[src/rtl/wb_queue.sv]
// Write-back queue: buffers ALU/memory results in order and drains them onto the register file port.
// Ports: alu_*/mem_* producer handshakes, write/writeregsel/writedata to the regfile, rdN lookup, count, err.
module wb_queue #(
  parameter int DEPTH = 4,
  parameter int PTRW  = 2
) (
  input  logic              clk,
  input  logic              rst,
  input  logic              alu_valid,
  input  logic [2:0]        alu_reg,
  input  logic [15:0]       alu_data,
  output logic              alu_ready,
  input  logic              mem_valid,
  input  logic [2:0]        mem_reg,
  input  logic [15:0]       mem_data,
  output logic              mem_ready,
  input  logic              wr_stall,
  output logic [2:0]        writeregsel,
  output logic [15:0]       writedata,
  output logic              write,
  input  logic [2:0]        rd1sel,
  input  logic [2:0]        rd2sel,
  output logic              pend1,
  output logic              pend2,
  output logic [15:0]       fwd1data,
  output logic [15:0]       fwd2data,
  output logic [PTRW:0]     count,
  output logic              err
);

  logic [2:0]       reg_q  [DEPTH];
  logic [15:0]      data_q [DEPTH];
  logic [DEPTH-1:0] vld_q;
  logic [PTRW-1:0]  head;
  logic [PTRW-1:0]  tail;
  logic [PTRW:0]    count_q;
  logic             err_q;

  logic             full;
  logic             empty;
  logic             push_mem;
  logic             push_alu;
  logic             push;
  logic             pop;
  logic [2:0]       push_reg;
  logic [15:0]      push_data;

  assign full  = (count_q == (PTRW+1)'(DEPTH));
  assign empty = (count_q == '0);

  // Memory wins; at most one push per cycle, no full-bypass.
  assign mem_ready = !full;
  assign alu_ready = !full && !mem_valid;

  assign push_mem  = mem_valid && !full;
  assign push_alu  = alu_valid && alu_ready;
  assign push      = push_mem || push_alu;
  assign push_reg  = push_mem ? mem_reg : alu_reg;
  assign push_data = push_mem ? mem_data : alu_data;

  assign write       = !empty && !wr_stall;
  assign pop         = write;
  assign writeregsel = empty ? 3'd0 : reg_q[head];
  assign writedata   = empty ? 16'd0 : data_q[head];

  assign count = count_q;
  assign err   = err_q;

  // Scan oldest to youngest so the youngest match wins.
  always_comb begin
    logic [PTRW-1:0] idx;
    idx      = '0;
    pend1    = 1'b0;
    pend2    = 1'b0;
    fwd1data = 16'd0;
    fwd2data = 16'd0;
    for (int i = 0; i < DEPTH; i++) begin
      idx = head + PTRW'(i);
      if (vld_q[idx] && reg_q[idx] == rd1sel) begin
        pend1    = 1'b1;
        fwd1data = data_q[idx];
      end
      if (vld_q[idx] && reg_q[idx] == rd2sel) begin
        pend2    = 1'b1;
        fwd2data = data_q[idx];
      end
    end
  end

  always_ff @(posedge clk or negedge rst) begin
    if (!rst) begin
      head    <= '0;
      tail    <= '0;
      count_q <= '0;
      vld_q   <= '0;
      err_q   <= 1'b0;
    end else begin
      err_q <= alu_valid && mem_valid &&
               (alu_reg == mem_reg);
      if (push) begin
        vld_q[tail] <= 1'b1;
        tail        <= tail + 1'b1;
      end
      if (pop) begin
        vld_q[head] <= 1'b0;
        head        <= head + 1'b1;
      end
      if (push && !pop)
        count_q <= count_q + 1'b1;
      else if (pop && !push)
        count_q <= count_q - 1'b1;
    end
  end

  always_ff @(posedge clk) begin
    if (push) begin
      reg_q[tail]  <= push_reg;
      data_q[tail] <= push_data;
    end
  end

endmodule

[config.mk]
export PLATFORM = sky130hd
export DESIGN_NAME = wb_queue
export DESIGN_NICKNAME = d
export VERILOG_FILES = /design/src/rtl/wb_queue.sv
export SDC_FILE = /design/constraint.sdc
export NUM_CORES = 1
export LEC_CHECK = 0
export ABC_AREA = 1
export BUFFER_PORTS_ARGS = -buffer_cell sky130_fd_sc_hd__buf_2
export CORE_AREA = 2 2 116 118
export DETAILED_ROUTE_END_ITERATION = 10
export DIE_AREA = 0 0 118 120
export GPL_ROUTABILITY_DRIVEN = 1
export PLACE_DENSITY = 0.79
export RECOVER_POWER = 100
export SLEW_MARGIN = 20
export SYNTH_ARGS = -nofsm -noshare
export SYNTH_HDL_FRONTEND = slang
export SYNTH_SLANG_ARGS = --single-unit
[constraint.sdc]
create_clock -name clk -period 3.33 [get_ports clk]
set_input_delay 0.4995 -clock clk [delete_from_list [all_inputs] [get_ports clk]]
set_output_delay 0.4995 -clock clk [all_outputs]
set_load 0.02 [all_outputs]
# Word level (Yosys, flattened, before mapping)
# Memory sizes are Yosys's and may differ from the RTL's.
# Cells that the tools add are included.
[totals] out_inout_bits=60 ramBits=76 input_bits=49 ff_bits=12 elab_cells=98 mem_count=2
[classes] eq_ne=10 n_reduce_logical=27 n_bitwise=3 addsub=6 order_cmp=7 n_mux=38
[memory_table] memory="data_q" depth=4 word_bits=16 read_ports=4 rd_ports_with_merged_regs=0 write_ports=1 line="32" source="logic [15:0] data_q [DEPTH];"
[memory_table] memory="reg_q" depth=4 word_bits=3 read_ports=4 rd_ports_with_merged_regs=0 write_ports=1 line="31" source="logic [2:0] reg_q [DEPTH];"
[op_table] operator="16-bit two-way mux" count=10
[op_table] operator="3-bit equality test" count=9
[op_table] operator="1-bit logical AND" count=18
[op_table] operator="1-bit two-way mux" count=16
[op_table] operator="2-bit by 3-bit less-than comparator with 1-bit output, second input constant" count=5
[op_table] operator="3-bit two-way mux" count=4
[op_table] operator="1-bit binary-select mux with 2-bit select" count=4
[op_table] operator="4-bit two-way mux" count=2
[op_table] operator="1-bit zero test" count=6
[op_table] operator="2-bit by 1-bit adder with 2-bit output, second input constant" count=2
[op_table] operator="2-bit adder, second input constant" count=2
[op_table] operator="4-bit AND" count=1
[op_table] operator="1-bit demux with 2-bit select" count=2
[op_table] operator="2-bit by 1-bit greater-or-equal comparator with 1-bit output, second input constant" count=2
[op_table] operator="4-bit inverter" count=1
[op_table] operator="4-bit OR" count=1
[op_table] operator="3-bit by 1-bit adder with 3-bit output, second input constant" count=1
[op_table] operator="3-bit equality test, second input constant" count=1
[op_table] operator="3-bit zero test" count=1
[op_table] operator="3-bit by 1-bit subtractor with 3-bit output, second input constant" count=1
[op_table] operator="2-bit nonzero test" count=1
[op_table] operator="1-bit logical OR" count=1

# Logic depth before layout (Yosys ltp)
[depth] ltp_word=9 depth_mapped=20 ltp_nobuf=14

# Least setup slack after synthesis
# OpenSTA, ideal clock, no wires.
[synth_path] path_kind="register to output" from="register head[0]" to="output fwd1data[2]" setup_slack_ns=0.154 required_ns=2.830 path_stages_with_launch=19 t_arrival_ns=2.676 path_buffers=6 cell_sequence="dfrtp_1 buf_6 inv_6 buf_6 buf_2 buf_4 ha_1 inv_2 buf_6 nand3_1 o21a_1 nand2_1 nand2_1 nor2_1 nand2_1 buf_2 nand2_1 inv_1 a21oi_1"
[synth_via] elab_chain_len=7
[synth_rtl] element="start: declaration" line="34" source="logic [PTRW-1:0] head;"
[synth_rtl] element="start signal: assignment" line="106" source="head <= head + 1'b1;"
[synth_rtl] element="2-bit by 1-bit adder with 2-bit output, or another cell as far along" line="78" source="idx = head + PTRW'(i);"
[synth_rtl] element="memory read 4 x 3 bit, or another cell as far along"
[synth_rtl] element="3-bit equality test, or another cell as far along" line="79" source="if (vld_q[idx] && reg_q[idx] == rd1sel) begin"
[synth_rtl] element="1-bit logical AND / 16-bit two-way mux (equally long branches)" line="79"
[synth_rtl] element="16-bit two-way mux (2 in series)" line="79"
[synth_rtl] element="16-bit two-way mux (*)" line="79"
[synth_rtl] element="end: declaration" line="25" source="output logic [15:0] fwd1data,"
# Every way passes the cells marked *; elsewhere a longest branch is shown, timed or not. The select of a mux whose other input is x is not followed.

# Final worst setup path
[layout_path] from="register head[0]" to="output fwd1data[12]"
# The elaborated chain is that of the path after synthesis.

==> run metrics <==
status=completed; Hold WC Path Type=input port to asynchronous set/reset pin; Max Cap Viol=0; Final Skew=0.006699 ns; Placer Congestion=0.9589; synth top area cells=edfxtp_1, nand2_1, nand3_1, inv_1, o21ai_0; Clock Latency Late Sink=0.32 ns; largest net degree at the start of global routing=59; commonest non-fill, non-tap cell in the layout=nand2_1; Filler Cell Count=1193; DRT Wirelength=19050 um; #FFs+latches synth=88; initial antenna violation count=0; FFs w/ async S/R, synth=13.64%; setup TNS=0 ns; Die Area=14160 um^2; most frequent cells in the layout=nand2_1, inv_1, nand3_1; CP endpoint kind=output port; Seq/Total Area, Yosys=34.28%; die height=120 um; number of port buffers=108; Die Wd=118 um; final setup fails=0; final hold slack=0.1740 ns; Layout area overhead=11.89%; post-synthesis cell type with the largest combined area=edfxtp_1; number of flops mapped to enable cells by yosys=76; Synth Flop Type=edfxtp_1; drt wl/cell=14.04 um; HPWL Detailed=14620 um; Starting Density=58.04%; count of pins over their slew limit=0; Post-CTS Hold Buffers=0; CTS clk-pin slew, worst paths=0.06 ns; Antenna Nets Post-Route=0; fin cells=1357; Slew @ Worst Pin=1.218 ns; clk sink count=88; # DRC=0; vias in the first global route=6003; synthesized cell area=7533 um^2; CP Class=flip-flop to output port; Yosys top cell area share=30.29%; CP arrival=2.63 ns; first-pass GRT wire length=30950 um; H-tree depth=3; R2R Path End=count[2]; GRT Resource Usage Total=27.19%; final hold violations=0; share of layout cells above drive strength 1=15.58%; crit path launch type=flip-flop; Final Critical Period=3.129 ns; drt pass-1 iters=6; Root Driver=clkbuf_16; Reg2Reg Depth=10; Cells after DPL=1337; CTS tree=done; max_slew headroom=18.77%; cts bufs inserted=9; ANT cells=0; Post-DP Area=8117 um^2; R2R Setup Slk=0.49 ns; Iter 0 DRT Violations=778; Worst Path Required=2.83 ns; Vias=7075; CTS Buffer Depth=2; FF-to-FF Start=count[0]; Max Fclk=0.3196 GHz; fin crit share=93.96%; FP Rows=42; synthesized area per cell=6.924 um^2; library cells used by synthesis=37; post-synthesis net count=1147; # IOs=109; Nets=1235; GRT Residual Overflow=0; Via density=5.214; RSZ-0062 raised after global routing=no; Final Cell Area=8429 um^2; Core ar.=12980 um^2; Syn Inst Count=1088; synthesis warning total=0; critical path peak fanout=19
synthesized netlist by cell type (2+ instances only):
cell       number
o21ai_1        27
nor2_4          8
buf_1           5
o21ai_0        87
nor2_2          3
ha_1            9
nand2_1       390
dfrtp_1        12
mux2i_1        12
nand3_2        14
xor2_1          9
nand2_4         3
or2_1          12
o2111ai_1       2
clkbuf_1       14
buf_4          10
inv_2           4
nand3_1        99
nor2_1         47
buf_2          18
edfxtp_1       76
or2_2          20
nand2_2         6
buf_6          10
inv_1         125
mux2_2         17
nand3b_1       13
a21oi_1         6
nor3_1          2
a21oi_2         9
o21a_1         13
layer usage:
layer	vias to the layer above	global-route usage (%)	wire length, um
met5	-	0	0
li1	3654	-	-
met4	0	4.895	122
met1	3081	43.41	9213
met2	328	38.81	7863
met3	12	4.515	1855
logic make-up (layout without fill, tap and decap cells):
kind of cell | after synthesis | in the layout | share of synthesized area [%]
simple gates | 619 | 619 | 36.85
buf+inv | 188 | 281 | 11.26
compound gates | 144 | 144 | 10.55
flops | 88 | 88 | 34.28
mux | 29 | 29 | 4.136
fa+ha+maj | 10 | 10 | 1.761
xor+xnor | 10 | 10 | 1.163
per-stage QoR:
step	utilization, %	setup WS (ns)
2_1_floorplan	-	0.1542
3_3_place_gp	62.53	0.4125
3_5_place_dp	62.53	0.3476
4_1_cts	64.77	0.07206
5_1_grt	64.94	0.01254
6_report	64.94	0.2011
state kept, by name, summed over array words and instances (netlist names):
signal  count
head        2
data_q     64
tail        2
reg_q      12
count       3
vld_q       4
err         1
critical path, cell delays in order (launching register included):
cell and delay, ns:
dfrtp_2 0.43, inv_6 0.15, ha_4 0.26, inv_2 0.18, nand3_2 0.14, nand2_1 0.10, nand2_1 0.05, nand2_1 0.10
nor2_4 0.06, clkbuf_4 0.20, nand3_1 0.09, nand2_1 0.06, inv_1 0.08, nand2_1 0.06, a21oi_2 0.11, clkbuf_1 0.23
worst max-delay path by stage:
| stage | endpoint | slack (ns) | start |
|---|---|---|---|
| after detailed placement | fwd1data[6] | 0.35 | head[1] |
| after CTS | fwd2data[15] | 0.07 | head[1] |
| after floorplan | fwd1data[2] | 0.15 | head[0] |
| after global placement | fwd1data[2] | 0.41 | head[1] |
| after global routing | fwd2data[6] | 0.01 | head[0] |
| final | fwd1data[12] | 0.20 | head[0] |
layout make-up:
type / count / area, um^2 / area share [%]
clock inverter: 3 / 20.02 / 0.2375
tap: 176 / 220.2 / 2.612
inverter: 131 / 501.7 / 5.952
sequential: 88 / 2584 / 30.65
timing repair buffer: 134 / 733.2 / 8.698
clock buffer: 13 / 250.2 / 2.969
multi-input combinational: 812 / 4120 / 48.88
timing repair:
action	in CTS	in global routing
pin swaps	1	2
hold endpoints to repair	0	0
resized for setup	0	11
endpoints found under the setup margin	3	34
setup buffers	1	3
gates cloned	0	0
Power is not shown: default switching activity piles up to over one toggle a cycle in this logic, so the estimate is an artifact.
